$ cat src/rtl/mem2reg_bank.sv
// Register-file bank: single-entry write, bulk increment/clear, a one-entry-per-cycle
// self-initialisation walk, and NRD combinational read ports.
module mem2reg_bank #(
   parameter  int WIDTH = 4,
   parameter  int DEPTH = 8,
   parameter  int NRD   = 2,
   parameter  int SAT   = 0,
   localparam int AW    = (DEPTH <= 2) ? 1 : $clog2(DEPTH)
) (
   input  logic                 clk,
   input  logic                 reset,
   input  logic                 cmd_valid,
   output logic                 cmd_ready,
   input  logic [1:0]           cmd_op,
   input  logic [AW-1:0]        cmd_addr,
   input  logic [WIDTH-1:0]     cmd_data,
   input  logic [NRD*AW-1:0]    rd_addr,
   output logic [NRD*WIDTH-1:0] rd_data,
   output logic                 busy,
   output logic                 done
);

   typedef enum logic [0:0] {
      ST_IDLE = 1'b0,
      ST_INIT = 1'b1
   } state_t;

   localparam logic [1:0]    OP_WRITE = 2'b00;
   localparam logic [1:0]    OP_INCR  = 2'b01;
   localparam logic [1:0]    OP_INIT  = 2'b10;
   localparam logic [1:0]    OP_CLEAR = 2'b11;
   localparam logic [AW-1:0] LAST_IDX = AW'(DEPTH - 1);

   state_t               state_r;
   logic [AW-1:0]        cnt_r;
   logic                 busy_r;
   logic                 done_r;
   logic [WIDTH-1:0]     mem_r     [DEPTH];
   logic [WIDTH-1:0]     mem_nxt_s [DEPTH];
   logic                 accept_s;
   logic [NRD*WIDTH-1:0] rd_data_s;

   function automatic logic [WIDTH-1:0] incr_entry(input logic [WIDTH-1:0] v);
      if ((SAT != 0) && (v == {WIDTH{1'b1}})) begin
         return v;
      end else begin
         return v + WIDTH'(1);
      end
   endfunction

   function automatic logic [WIDTH-1:0] index_val(input int i);
      return WIDTH'(i);
   endfunction

   assign cmd_ready = (state_r == ST_IDLE);
   assign accept_s  = cmd_valid & cmd_ready;
   assign busy      = busy_r;
   assign done      = done_r;
   assign rd_data   = rd_data_s;

   // Next contents of the bank: the init walk owns the bank while it runs.
   always_comb begin
      mem_nxt_s = mem_r;
      if (state_r == ST_INIT) begin
         mem_nxt_s[cnt_r] = WIDTH'(cnt_r);
      end else if (accept_s) begin
         case (cmd_op)
            OP_WRITE: begin
               if (int'(cmd_addr) < DEPTH) begin
                  mem_nxt_s[cmd_addr] = cmd_data;
               end else begin
                  mem_nxt_s = mem_r;
               end
            end
            OP_INCR: begin
               for (int i = 0; i < DEPTH; i++) begin
                  mem_nxt_s[i] = incr_entry(mem_r[i]);
               end
            end
            OP_CLEAR: begin
               for (int i = 0; i < DEPTH; i++) begin
                  mem_nxt_s[i] = '0;
               end
            end
            default: begin
               mem_nxt_s = mem_r;
            end
         endcase
      end else begin
         mem_nxt_s = mem_r;
      end
   end

   // Read ports; addresses past the last entry read as zero.
   always_comb begin
      rd_data_s = '0;
      for (int p = 0; p < NRD; p++) begin
         if (int'(rd_addr[p*AW +: AW]) < DEPTH) begin
            rd_data_s[p*WIDTH +: WIDTH] = mem_r[rd_addr[p*AW +: AW]];
         end else begin
            rd_data_s[p*WIDTH +: WIDTH] = '0;
         end
      end
   end

   // Bank storage; reset loads every entry with its own index.
   always_ff @(posedge clk or negedge reset) begin
      if (!reset) begin
         for (int i = 0; i < DEPTH; i++) begin
            mem_r[i] <= index_val(i);
         end
      end else begin
         for (int i = 0; i < DEPTH; i++) begin
            mem_r[i] <= mem_nxt_s[i];
         end
      end
   end

   // Control FSM with registered busy/done.
   always_ff @(posedge clk or negedge reset) begin
      if (!reset) begin
         state_r <= ST_IDLE;
         cnt_r   <= '0;
         busy_r  <= 1'b0;
         done_r  <= 1'b0;
      end else begin
         case (state_r)
            ST_IDLE: begin
               done_r <= 1'b0;
               if (accept_s && (cmd_op == OP_INIT)) begin
                  state_r <= ST_INIT;
                  cnt_r   <= '0;
                  busy_r  <= 1'b1;
               end else begin
                  state_r <= ST_IDLE;
                  busy_r  <= 1'b0;
               end
            end
            ST_INIT: begin
               if (cnt_r == LAST_IDX) begin
                  state_r <= ST_IDLE;
                  cnt_r   <= '0;
                  busy_r  <= 1'b0;
                  done_r  <= 1'b1;
               end else begin
                  cnt_r   <= cnt_r + AW'(1);
                  busy_r  <= 1'b1;
                  done_r  <= 1'b0;
               end
            end
            default: begin
               state_r <= ST_IDLE;
               cnt_r   <= '0;
               busy_r  <= 1'b0;
               done_r  <= 1'b0;
            end
         endcase
      end
   end

endmodule

$ cat config.mk
export PLATFORM = sky130hd
export DESIGN_NAME = mem2reg_bank
export DESIGN_NICKNAME = d
export VERILOG_FILES = /design/src/rtl/mem2reg_bank.sv
export SDC_FILE = /design/constraint.sdc
export NUM_CORES = 1
export LEC_CHECK = 0
export ABC_AREA = 1
export BUFFER_PORTS_ARGS = -buffer_cell sky130_fd_sc_hd__buf_2
export CAP_MARGIN = 0
export CORE_MARGIN = 2
export CORE_UTILIZATION = 50
export DETAILED_ROUTE_END_ITERATION = 10
export PLACE_DENSITY = 0.69
export SYNTH_ARGS = -nofsm -noshare
export SYNTH_HDL_FRONTEND = slang
export SYNTH_SLANG_ARGS = --single-unit
$ cat constraint.sdc
create_clock -name clk -period 4.35 [get_ports clk]
set_input_delay 1.305 -clock clk [delete_from_list [all_inputs] [get_ports clk]]
set_output_delay 1.305 -clock clk [all_outputs]
set_load 0.01 [all_outputs]
==> results.md <==
- The flow ran to the end, and the final reports show no timing, DRC or antenna violations.
- The depth of the worst register-to-register path is 7.
- The TritonCTS clock tree is done.
- Port buffering added 28 buffers.
- The number of vias in the routed layout is 3250.
- The layout overhead on the synthesized area is 8.97%.
- The filler cells instantiated in the layout total 599.
- The total count of hold-check failures in the final report is 0.
- The starting density of the core is 0.516.
- The detail route stage leaves a number of antenna-violating nets equal to 0.
- At the pin with the least slew margin, the transition time is 0.867 ns.
- The detailed router finished its first iteration with 359 violations.
- After floorplanning, the core was sized to cover 0.00589 mm^2.
- The maximum count of clock buffers along a single path is 2.
- Data on the critical path is required at its endpoint by 3.04 ns.
- The worst slack on hold paths is 0.528 ns.
- Following the worst setup path forward leads to its endpoint at rd_data[7].
- After the last flow step, the layout net total stands at 517.
- The worst register-to-register path ends at mem_r[23]$_DFFE_PN0P_.
- The average footprint of a synthesized cell is 6.49 um^2.
- The HPWL after detailed placement is 6230 um.
- The total global routing overflow is 0.
- The setup slack of the most critical reg-to-reg path is 2.26 ns.
- After detailed routing, the number of remaining DRC violations is 0.
- The total count of max-transition violations in the final report came to 0.
- The commonest non-fill, non-tap cell in the layout is sky130_fd_sc_hd__nand2_1.
- The TritonCTS buffer count is 5.
- The clock edge transition at the registers on the reported setup and hold paths is 0.08 ns.
- Of the cells placed in the final design, the portion with a size suffix greater than 1 is 0.135.
- The number of detailed-routing iterations run before antenna repair is 5.
- The worst register-to-register path begins at busy$_DFF_PN0_.
- The largest net degree at the start of global routing is 38.
- The number of failing setup endpoints in the final timing report is 0.
- Tracing the worst setup path back leads to its startpoint at rd_addr[3].
- The number of ports placed on the die boundary is 29.
- The number of different library cells in the post-synthesis netlist is 24.
- The clock arrives with 0.00599 ns of skew.
- The number of antenna diodes in the final layout is 0.
- The detailed-route vias per instance is 5.75.
- Once the clock tree was built, the setup fixing pass inserted 0 buffers.
- The die extent in x is 82.0 um.
- The launching element type of the critical path is an input port.
- The routing usage on met3 is 0.0297.
- Setup repair after global routing left no endpoint under its margin.
- The portion of the clock cycle consumed by the worst path in the final layout is 0.857.
- The worst setup path is captured at a primary output.
- Yosys printed 0 warnings.
- The number of max-cap violations is 0.
- After synthesis the cells add up to 0.00304 mm^2.
- In the layout the commonest cells are sky130_fd_sc_hd__nand2_1, sky130_fd_sc_hd__o21ai_0, sky130_fd_sc_hd__inv_1.
- The final instance area is 0.00331 mm^2.
- The cell at the root of the clock tree is sky130_fd_sc_hd__clkbuf_8.
- The clock reaches the later pin of the worst-skew pair after 0.29 ns.
- The flip-flop and latch count after synthesis is 37.
- The type of the most critical hold path is reg -> reg.
- The smallest clock period supported by the final layout is computed as 3.73 ns.
- The number of antenna violations at the first check in global routing was 0.
- The global routing met2 resource utilization is 0.454.
- The cell occurring most often along the worst timing path is sky130_fd_sc_hd__buf_2.
- In this run, post-CTS repair resized a total of 0 instances.
- The layer flagged by global routing as most heavily used is met2.
- The analysis attributes to cell leakage a power of 1.68 nW.
- The register area share after synthesis is 0.310.
- After detailed routing, the average wire length per cell comes to 15.5 um.
- The number of instances in the synthesized netlist is 468.
- The worst-path maximum fanout is 22.
- The setup TNS is 0 ns.
- The met1 track demand over resource in global routing is 0.387.
- The aggregate routed wire length is 8790 um.
- The via count of the first global-routing pass is 2810.
- The H-tree was split into 2 levels.
- Clock tree synthesis found a total of 37 sinks.
- In the global route stage, overall resource usage came out at 0.276.
- The critical path's slowest cell is sky130_fd_sc_hd__buf_2.
- The relative slew slack is 0.422.
- For this design, the CTS-stage hold fixing added 0 buffers.
- Walking the worst path, the cells encountered are buf_2 -> inv_1 -> o21ai_0 -> nand3_1 -> and2_1 -> buf_2.
- The die covers 0.00672 mm^2.
- Derived from the worst setup path, the maximum achievable clock frequency is 268 MHz.
- For this design the ratio of total power to cell area is 594 mW/mm^2.
- The worst voltage drop across the vdd grid is 0.387 mV.
- The post-detailed-placement cell area is 0.00320 mm^2.
- The final estimated routing congestion in global placement is 0.956.
- Data on the critical path arrives at its endpoint at 2.42 ns.
- The die height is 82.0 um.
- The critical path is of the in -> out type.
- The cell row count is 28.
- The net count after synthesis is 496.
- The largest single stage delay on the critical path is 0.28 ns.
- The first-pass GRT wire length is 14000 um.
-- metrics by stage --
stage | utilization | worst slack [ns] | total power [W] | std cells
2_1_floorplan | - | 1.05 | 0.00137 | 468
5_1_grt | 0.563 | 0.483 | 0.00213 | 565
6_report | 0.563 | 0.623 | 0.00197 | 565
3_3_place_gp | 0.543 | 0.715 | 0.00161 | 557
3_5_place_dp | 0.543 | 0.649 | 0.00163 | 557
4_1_cts | 0.563 | 0.645 | 0.00195 | 565
-- cells in the mapped netlist, drive strengths merged --
library cell / count / area (um^2)
nand2: 132 / 495
o21ai: 71 / 355
nand3: 54 / 325
inv: 52 / 195
nor2: 44 / 188
dfrtp: 25 / 626
a21oi: 23 / 126
o22ai: 13 / 81.3
dfstp: 12 / 315
ha: 10 / 125
nand4: 9 / 56.3
clkbuf: 8 / 30.0
buf: 6 / 47.5
xnor2: 4 / 35.0
and2: 2 / 12.5
o2bb2ai: 2 / 17.5
nand3b: 1 / 7.51
-- where the power goes --
part           leakage, nW  switching (W)  internal (W)  total, W
logic                 1.16       0.000570      0.000319  0.000889
clock network       0.0585       0.000127      0.000187  0.000314
registers            0.462       0.000244      0.000521  0.000765
-- per-layer routing --
metal	wire, um	vias to the layer above
li1	-	1594
met1	3940	1518
met2	4130	123
met3	567	15
met4	148	0
met5	0	-
-- flip-flops by register name, indices dropped and copies added, names as in the netlist --
| signal | flops |
|---|---|
| done | 1 |
| cnt_r | 3 |
| mem_r | 32 |
| busy | 1 |
-- cell type report --
type,count,area (um^2),area share
repair buffers,28,140,0.0423
well taps,75,93.8,0.0283
flip-flops and latches,37,941,0.284
clock buffers,7,86.3,0.0261
inverters,52,195,0.0589
clock inverters,1,30.0,0.00907
multi-input cells,365,1830,0.551
-- worst max-delay path, delay by kind of cell --
family	cells	cell delay (ns)
simple gates	2	0.25
buf+inv	3	0.64
compound gates	1	0.22
-- worst min path at each step --
stage                          start                     to  slack, ns  cells after the start
2_1_floorplan  mem_r[11]$_DFFE_PN0P_  mem_r[11]$_DFFE_PN0P_       0.47                      2
3_3_place_gp   mem_r[23]$_DFFE_PN0P_  mem_r[23]$_DFFE_PN0P_       0.49                      2
3_5_place_dp   mem_r[11]$_DFFE_PN0P_  mem_r[11]$_DFFE_PN0P_       0.51                      2
4_1_cts        mem_r[11]$_DFFE_PN0P_  mem_r[11]$_DFFE_PN0P_       0.53                      2
5_1_grt        mem_r[11]$_DFFE_PN0P_  mem_r[11]$_DFFE_PN0P_       0.54                      2
6_report       mem_r[11]$_DFFE_PN0P_  mem_r[11]$_DFFE_PN0P_       0.53                      2
-- logic make-up (layout without fill, tap and decap cells) --
| logic type | after synthesis | in the layout | synth area share |
|---|---|---|---|
| AOI/OAI and AO/OA | 109 | 109 | 0.191 |
| xor gates and xnor gates | 4 | 4 | 0.0115 |
| and+or+nand+nor | 242 | 242 | 0.357 |
| adders and majority gates | 10 | 10 | 0.0412 |
| DFF | 37 | 37 | 0.310 |
| buffers and inverters | 66 | 88 | 0.0897 |
Note: power is estimated with default switching activity, not from simulation.
